### config.mk
export PLATFORM = sky130hd
export DESIGN_NAME = instr_executor
export DESIGN_NICKNAME = d
export VERILOG_FILES = /design/src/rtl/instr_register_pkg.sv /design/src/rtl/instr_executor_divider.sv /design/src/rtl/instr_executor.sv
export SDC_FILE = /design/constraint.sdc
export NUM_CORES = 2
export LEC_CHECK = 0
export CAP_MARGIN = 20
export CORE_AREA = 4 4 428 430
export CTS_BUF_LIST = sky130_fd_sc_hd__clkbuf_8 sky130_fd_sc_hd__clkbuf_16
export CTS_CLUSTER_DIAMETER = 30
export CTS_CLUSTER_SIZE = 12
export DETAILED_ROUTE_END_ITERATION = 8
export DIE_AREA = 0 0 432 434
export DONT_BUFFER_PORTS = 1
export PLACE_DENSITY_LB_ADDON = 0.1
export SYNTH_ARGS = -nofsm -noshare
export SYNTH_HDL_FRONTEND = slang
export SYNTH_SLANG_ARGS = --single-unit
### constraint.sdc
create_clock -name clk -period 19.11 [get_ports clk]
set_input_delay 3.822 -clock clk [delete_from_list [all_inputs] [get_ports clk]]
set_output_delay 3.822 -clock clk [all_outputs]
set_load 0.02 [all_outputs]
### src/rtl/instr_register_pkg.sv
// Shared types for the instruction register and its executor: opcodes,
// operand/address/instruction records, result width and executor FSM states.
package instr_register_pkg;

   localparam int unsigned DEPTH     = 32;
   localparam int unsigned ADDR_W    = 5;
   localparam int unsigned OPERAND_W = 32;
   localparam int unsigned RESULT_W  = 2 * OPERAND_W;

   // Encodings 8..15 are undefined and execute as a zero result.
   typedef enum logic [3:0] {
      OP_ZERO  = 4'd0,
      OP_PASSA = 4'd1,
      OP_PASSB = 4'd2,
      OP_ADD   = 4'd3,
      OP_SUB   = 4'd4,
      OP_MULT  = 4'd5,
      OP_DIV   = 4'd6,
      OP_MOD   = 4'd7
   } opcode_t;

   typedef logic signed [OPERAND_W-1:0] operand_t;
   typedef logic [ADDR_W-1:0]           address_t;

   typedef struct packed {
      opcode_t  opcode;
      operand_t operand_a;
      operand_t operand_b;
   } instruction_t;

   typedef logic signed [RESULT_W-1:0] result_t;

   typedef enum logic [2:0] {
      ST_IDLE,
      ST_FETCH,
      ST_CAPTURE,
      ST_DIVIDE,
      ST_OUTPUT,
      ST_FINISH
   } exec_state_t;

   function automatic result_t sext(input operand_t v);
      return {{OPERAND_W{v[OPERAND_W-1]}}, v};
   endfunction

endpackage

### src/rtl/instr_executor_divider.sv
// Sequential restoring divider on operand magnitudes; signs are applied to the
// final quotient and remainder. done is high exactly W cycles after start.
module instr_seq_divider #(
   parameter int unsigned W = 32
) (
   input  logic                  clk,
   input  logic                  reset,
   input  logic                  start,
   input  logic signed [W-1:0]   dividend,
   input  logic signed [W-1:0]   divisor,
   output logic                  busy,
   output logic                  done,
   output logic signed [2*W-1:0] quotient,
   output logic signed [W-1:0]   remainder
);

   localparam int unsigned CW = $clog2(W);

   logic [W-1:0]  rem_q, rem_d;
   logic [W-1:0]  quo_q, quo_d;
   logic [W-1:0]  dvs_q, dvs_d;
   logic [CW-1:0] cnt_q, cnt_d;
   logic          run_q, run_d;
   logic          qneg_q, qneg_d;
   logic          rneg_q, rneg_d;
   logic [W-1:0]  mag_a, mag_b;

   // One restoring step: returns {new remainder, new quotient shift register}.
   function automatic logic [2*W-1:0] step(input logic [W-1:0] rem,
                                           input logic [W-1:0] quo,
                                           input logic [W-1:0] dvs);
      logic [W:0] shifted;
      logic [W:0] diff;
      shifted = {rem, quo[W-1]};
      diff    = shifted - {1'b0, dvs};
      if (!diff[W]) begin
         return {diff[W-1:0], quo[W-2:0], 1'b1};
      end
      return {shifted[W-1:0], quo[W-2:0], 1'b0};
   endfunction

   always_comb begin
      mag_a  = dividend[W-1] ? W'(-dividend) : W'(dividend);
      mag_b  = divisor[W-1]  ? W'(-divisor)  : W'(divisor);
      rem_d  = rem_q;
      quo_d  = quo_q;
      dvs_d  = dvs_q;
      cnt_d  = cnt_q;
      run_d  = run_q;
      qneg_d = qneg_q;
      rneg_d = rneg_q;
      // The first step is folded into the start edge so done lands on cycle W.
      if (start) begin
         {rem_d, quo_d} = step('0, mag_a, mag_b);
         dvs_d  = mag_b;
         cnt_d  = CW'(W - 1);
         run_d  = 1'b1;
         qneg_d = dividend[W-1] ^ divisor[W-1];
         rneg_d = dividend[W-1];
      end else if (run_q) begin
         if (cnt_q == '0) begin
            run_d = 1'b0;
         end else begin
            {rem_d, quo_d} = step(rem_q, quo_q, dvs_q);
            cnt_d = cnt_q - 1'b1;
         end
      end
   end

   always_ff @(posedge clk) begin
      if (reset) begin
         rem_q  <= '0;
         quo_q  <= '0;
         dvs_q  <= '0;
         cnt_q  <= '0;
         run_q  <= 1'b0;
         qneg_q <= 1'b0;
         rneg_q <= 1'b0;
      end else begin
         rem_q  <= rem_d;
         quo_q  <= quo_d;
         dvs_q  <= dvs_d;
         cnt_q  <= cnt_d;
         run_q  <= run_d;
         qneg_q <= qneg_d;
         rneg_q <= rneg_d;
      end
   end

   assign busy      = run_q;
   assign done      = run_q && (cnt_q == '0);
   assign quotient  = qneg_q ? -$signed({{W{1'b0}}, quo_q}) : $signed({{W{1'b0}}, quo_q});
   assign remainder = rneg_q ? -$signed(rem_q) : $signed(rem_q);

endmodule

### src/rtl/instr_executor.sv
// Walks a range of instruction-register entries, executes each opcode and
// presents tagged results on a valid/ready channel.
module instr_executor
   import instr_register_pkg::*;
#(
   parameter int unsigned NUM_ENTRIES   = DEPTH,
   parameter int unsigned OPERAND_WIDTH = OPERAND_W
) (
   input  logic              clk,
   input  logic              reset,
   input  logic              start,
   input  logic [ADDR_W-1:0] start_addr,
   input  logic [ADDR_W:0]   count,
   output logic              busy,
   output logic [ADDR_W-1:0] read_pointer,
   input  instruction_t      instruction_word,
   output logic              res_valid,
   input  logic              res_ready,
   output result_t           res_data,
   output logic [ADDR_W-1:0] res_addr,
   output opcode_t           res_opcode,
   output logic              res_div_zero,
   output logic              done
);

   exec_state_t       state_q, state_d;
   address_t          ptr_q, ptr_d;
   logic [ADDR_W:0]   remaining_q, remaining_d;
   result_t           res_data_q, res_data_d;
   address_t          res_addr_q, res_addr_d;
   opcode_t           res_opcode_q, res_opcode_d;
   logic              res_div_zero_q, res_div_zero_d;

   logic              div_start, div_busy, div_done;
   result_t           div_quotient;
   operand_t          div_remainder;
   result_t           op_a, op_b;
   address_t          ptr_next;

   instr_seq_divider #(
      .W (OPERAND_WIDTH)
   ) u_divider (
      .clk       (clk),
      .reset     (reset),
      .start     (div_start),
      .dividend  (instruction_word.operand_a),
      .divisor   (instruction_word.operand_b),
      .busy      (div_busy),
      .done      (div_done),
      .quotient  (div_quotient),
      .remainder (div_remainder)
   );

   assign op_a     = sext(instruction_word.operand_a);
   assign op_b     = sext(instruction_word.operand_b);
   assign ptr_next = (ptr_q == address_t'(NUM_ENTRIES - 1)) ? '0 : ptr_q + 1'b1;

   always_comb begin
      state_d        = state_q;
      ptr_d          = ptr_q;
      remaining_d    = remaining_q;
      res_data_d     = res_data_q;
      res_addr_d     = res_addr_q;
      res_opcode_d   = res_opcode_q;
      res_div_zero_d = res_div_zero_q;
      div_start      = 1'b0;
      case (state_q)
         ST_IDLE: begin
            if (start) begin
               if (count != '0) begin
                  ptr_d       = start_addr;
                  remaining_d = count;
                  state_d     = ST_FETCH;
               end else begin
                  state_d = ST_FINISH;
               end
            end
         end
         ST_FETCH: state_d = ST_CAPTURE;
         ST_CAPTURE: begin
            res_addr_d     = ptr_q;
            res_opcode_d   = instruction_word.opcode;
            res_div_zero_d = 1'b0;
            res_data_d     = '0;
            state_d        = ST_OUTPUT;
            case (instruction_word.opcode)
               OP_ZERO:  res_data_d = '0;
               OP_PASSA: res_data_d = op_a;
               OP_PASSB: res_data_d = op_b;
               OP_ADD:   res_data_d = op_a + op_b;
               OP_SUB:   res_data_d = op_a - op_b;
               OP_MULT:  res_data_d = op_a * op_b;
               OP_DIV, OP_MOD: begin
                  if (instruction_word.operand_b == '0) begin
                     res_div_zero_d = 1'b1;
                  end else begin
                     div_start = 1'b1;
                     state_d   = ST_DIVIDE;
                  end
               end
               default:  res_data_d = '0;
            endcase
         end
         ST_DIVIDE: begin
            if (div_busy && div_done) begin
               res_data_d = (res_opcode_q == OP_DIV) ? div_quotient : sext(div_remainder);
               state_d    = ST_OUTPUT;
            end
         end
         ST_OUTPUT: begin
            if (res_ready) begin
               remaining_d = remaining_q - 1'b1;
               ptr_d       = ptr_next;
               state_d     = (remaining_q == (ADDR_W + 1)'(1)) ? ST_FINISH : ST_FETCH;
            end
         end
         ST_FINISH: state_d = ST_IDLE;
         default:   state_d = ST_IDLE;
      endcase
   end

   always_ff @(posedge clk) begin
      if (reset) begin
         state_q        <= ST_IDLE;
         ptr_q          <= '0;
         remaining_q    <= '0;
         res_data_q     <= '0;
         res_addr_q     <= '0;
         res_opcode_q   <= OP_ZERO;
         res_div_zero_q <= 1'b0;
      end else begin
         state_q        <= state_d;
         ptr_q          <= ptr_d;
         remaining_q    <= remaining_d;
         res_data_q     <= res_data_d;
         res_addr_q     <= res_addr_d;
         res_opcode_q   <= res_opcode_d;
         res_div_zero_q <= res_div_zero_d;
      end
   end

   assign busy         = (state_q != ST_IDLE);
   assign read_pointer = ptr_q;
   assign res_valid    = (state_q == ST_OUTPUT);
   assign res_data     = res_data_q;
   assign res_addr     = res_addr_q;
   assign res_opcode   = res_opcode_q;
   assign res_div_zero = res_div_zero_q;
   assign done         = (state_q == ST_FINISH);

endmodule

==> impl_metrics.json <==
{
  "status": "completed",
  "initial_utilization": 0.2972,
  "path_clk_slew_ns": 0.09,
  "drt-initial-drc-count": 3008,
  "fmax_mhz": 79.76,
  "globalplace.congestion": 0.8895,
  "yosys.area.top_type": "fa_1",
  "grt_pass1_vias": 46203,
  "worst_slew_pin_slew_ns": 1.027,
  "worstSetupPathType": "input port to register",
  "core-area_um2": 179800,
  "ys_seq_area_frac": 0.07194,
  "start_kind": "input port",
  "r2r_cells": 14,
  "hold_viol": 0,
  "use_met2": 0.3953,
  "clock_skew_ns": 0.02687,
  "die_h_um": 434,
  "drive_gt1_frac": 0.02329,
  "clockRootBuffer": "clkbuf_16",
  "period_needed_ns": 12.54,
  "worstPathMaxFanout": 53,
  "rsz0062_at_grt": "false",
  "max_cap_violations": 0,
  "layout.nets": 7374,
  "port_buffers": 0,
  "grt.overflow.total": 0,
  "synthCells": 6278,
  "firstDrtPassIters": 9,
  "yosysMostFrequentCell": "fa_1",
  "ant_nets": 0,
  "syn_nets": 7740,
  "drc": 0,
  "wirelength_mm": 213.3,
  "antenna_found_initial": 11,
  "maxSlewHeadroom": 0.3103,
  "pin_count": 165,
  "track_usage": 0.2289,
  "worst_hold_path_type": "register to register",
  "place_area_um2": 55100,
  "holdBufCountCts": 0,
  "dieWidth_um": 432,
  "use_met1": 0.3082,
  "cts.sinks": 192,
  "syn_avg_cell_area_um2": 8.511,
  "avgViaCountPerCell": 5.196,
  "synthTopCellsByCount": "1085 x fa_1, 1068 x inv_1, 731 x nand2_1",
  "setup_viol": 0,
  "crit_path_end_kind": "register",
  "top_usage_layer": "met2",
  "cts_buffer_depth": 2,
  "synth-edff-count": 0,
  "core.rowCount": 156,
  "synth_area_leaders": "fa_1 41%, inv_1 7.5%, dfxtp_1 7.2%, ha_1 6.9%, and2_1 5.4%",
  "fin_crit_sh": 0.6561,
  "clock_latency_ns": 0.48,
  "finalNonFillerCells": 8297,
  "yosys.area.top_type_share": 0.4065,
  "synthArstFlopShare": 0,
  "numCtsBuffers": 17,
  "wire_per_inst_um": 25.71,
  "grtUsageMet3": 0.01876,
  "worst_ep_required_time_ns": 19.51,
  "fillers": 19243,
  "whs_path_depth": 2,
  "fin_util": 0.3103,
  "post-route-cell-area_um2": 55780,
  "grt_max_degree": 155,
  "via_count": 43113,
  "place.detailed.hpwl_mm": 160.6,
  "yosys_warnings": 0,
  "slew_violations": 0,
  "netlist_area_um2": 53430,
  "cts-resized-gates": 0,
  "ys_ff_latch": 192,
  "ys_types": 88,
  "cts_tree": "done",
  "grt_pass1_wl_mm": 319.5,
  "placed_cells": 8261,
  "ys.flop_type": "dfxtp_1",
  "htreeDepth": 4,
  "syn2layout_area_growth_pct": 4.395,
  "die-area_um2": 187500,
  "crit_arrival_ns": 12.94,
  "postCtsSetupBuffers": 0,
  "fin_tns_setup_ns": 0
}
-- flip-flops by register name, indices dropped and copies added, names as in the netlist, 5 cells and up --
signal / flops
u_divider.dvs_q: 32
res_data: 64
res_addr: 5
remaining_q: 6
read_pointer: 5
u_divider.rem_q: 32
u_divider.quo_q: 32
u_divider.cnt_q: 5
-- final cells by class --
type,instances,area (um2),area share
Clock inverter,15,206.4,0.003701
Clock buffer,17,425.4,0.007627
Inverter,1072,4024,0.07214
Sequential cell,192,3844,0.06891
Timing Repair Buffer,38,309.0,0.005541
Multi-Input combinational cell,4591,44000,0.7888
Antenna cell,2,5.005,0.00008973
Tap cell,2370,2965,0.05316
-- cell usage in the layout, fill, tap and decap left out, types with 70 or more instances in the layout --
master | netlist | routed
xor2_1 | 71 | 71
nor3_1 | 93 | 89
dfxtp_1 | 192 | 192
and2_1 | 458 | 458
ha_1 | 294 | 294
inv_1 | 1068 | 1068
nor2_1 | 359 | 356
a21oi_1 | 214 | 213
fa_1 | 1085 | 1085
nand2_1 | 731 | 731
o21ai_0 | 208 | 208
a211oi_1 | 75 | 75
a21o_1 | 70 | 70
xnor2_1 | 150 | 150
-- cells by family after synthesis --
logic type / synth area share
compound gates: 0.1260
xor+xnor: 0.03623
fa+ha+maj: 0.4754
buf+inv: 0.1058
flops: 0.07194
mux: 0.008899
simple gates: 0.1758
-- worst max-delay path: stages --
cell and delay, ns:
clkinv_1 0.52, nor2_1 0.38, fa_1 0.46, inv_1 0.23, fa_1 0.46, inv_1 0.22, fa_1 0.49, fa_1 0.86
inv_1 0.42, fa_1 0.60, inv_1 0.06, fa_1 0.55, fa_1 0.43, fa_1 0.47, ha_1 0.39, and3_1 0.23
nand2_1 0.07, or4_1 0.47, nor4_1 0.25, o211ai_1 0.17, a31oi_1 0.42, a311oi_1 0.19, o21ai_0 0.28, mux2_2 0.37
o21ai_1 0.07
-- layer usage --
metal / share of wire / wire length (um) / vias up
met2: 0.49 / 103800 / 1088
met3: 0.041 / 8708 / 208
met1: 0.44 / 94050 / 22718
met5: 0 / 0 / -
li1: - / - / 19099
met4: 0.032 / 6821 / 0
-- path summary, 6_finish.rpt --
kind	startpoint	endpoint	slack (ns)
hold reg to reg	u_divider.dvs_q[0]	u_divider.dvs_q[0]	0.47
hold / removal	u_divider.dvs_q[0]	u_divider.dvs_q[0]	0.47
setup reg to reg	u_divider.quo_q[31]	u_divider.rem_q[9]	13.64
setup / recovery	instruction_word[63]	res_data[61]	6.57
-- metrics by stage --
stage                     hold WS [ns]  setup slack [ns]
after floorplan                 0.4363             6.885
after global placement          0.4479             6.254
after detailed placement        0.4588             6.102
after CTS                       0.4711             6.575
after global routing            0.5124             6.182
final                           0.4733             6.572
Power is not shown: default switching activity piles up to over one toggle a cycle in this logic, so the estimate is an artifact.
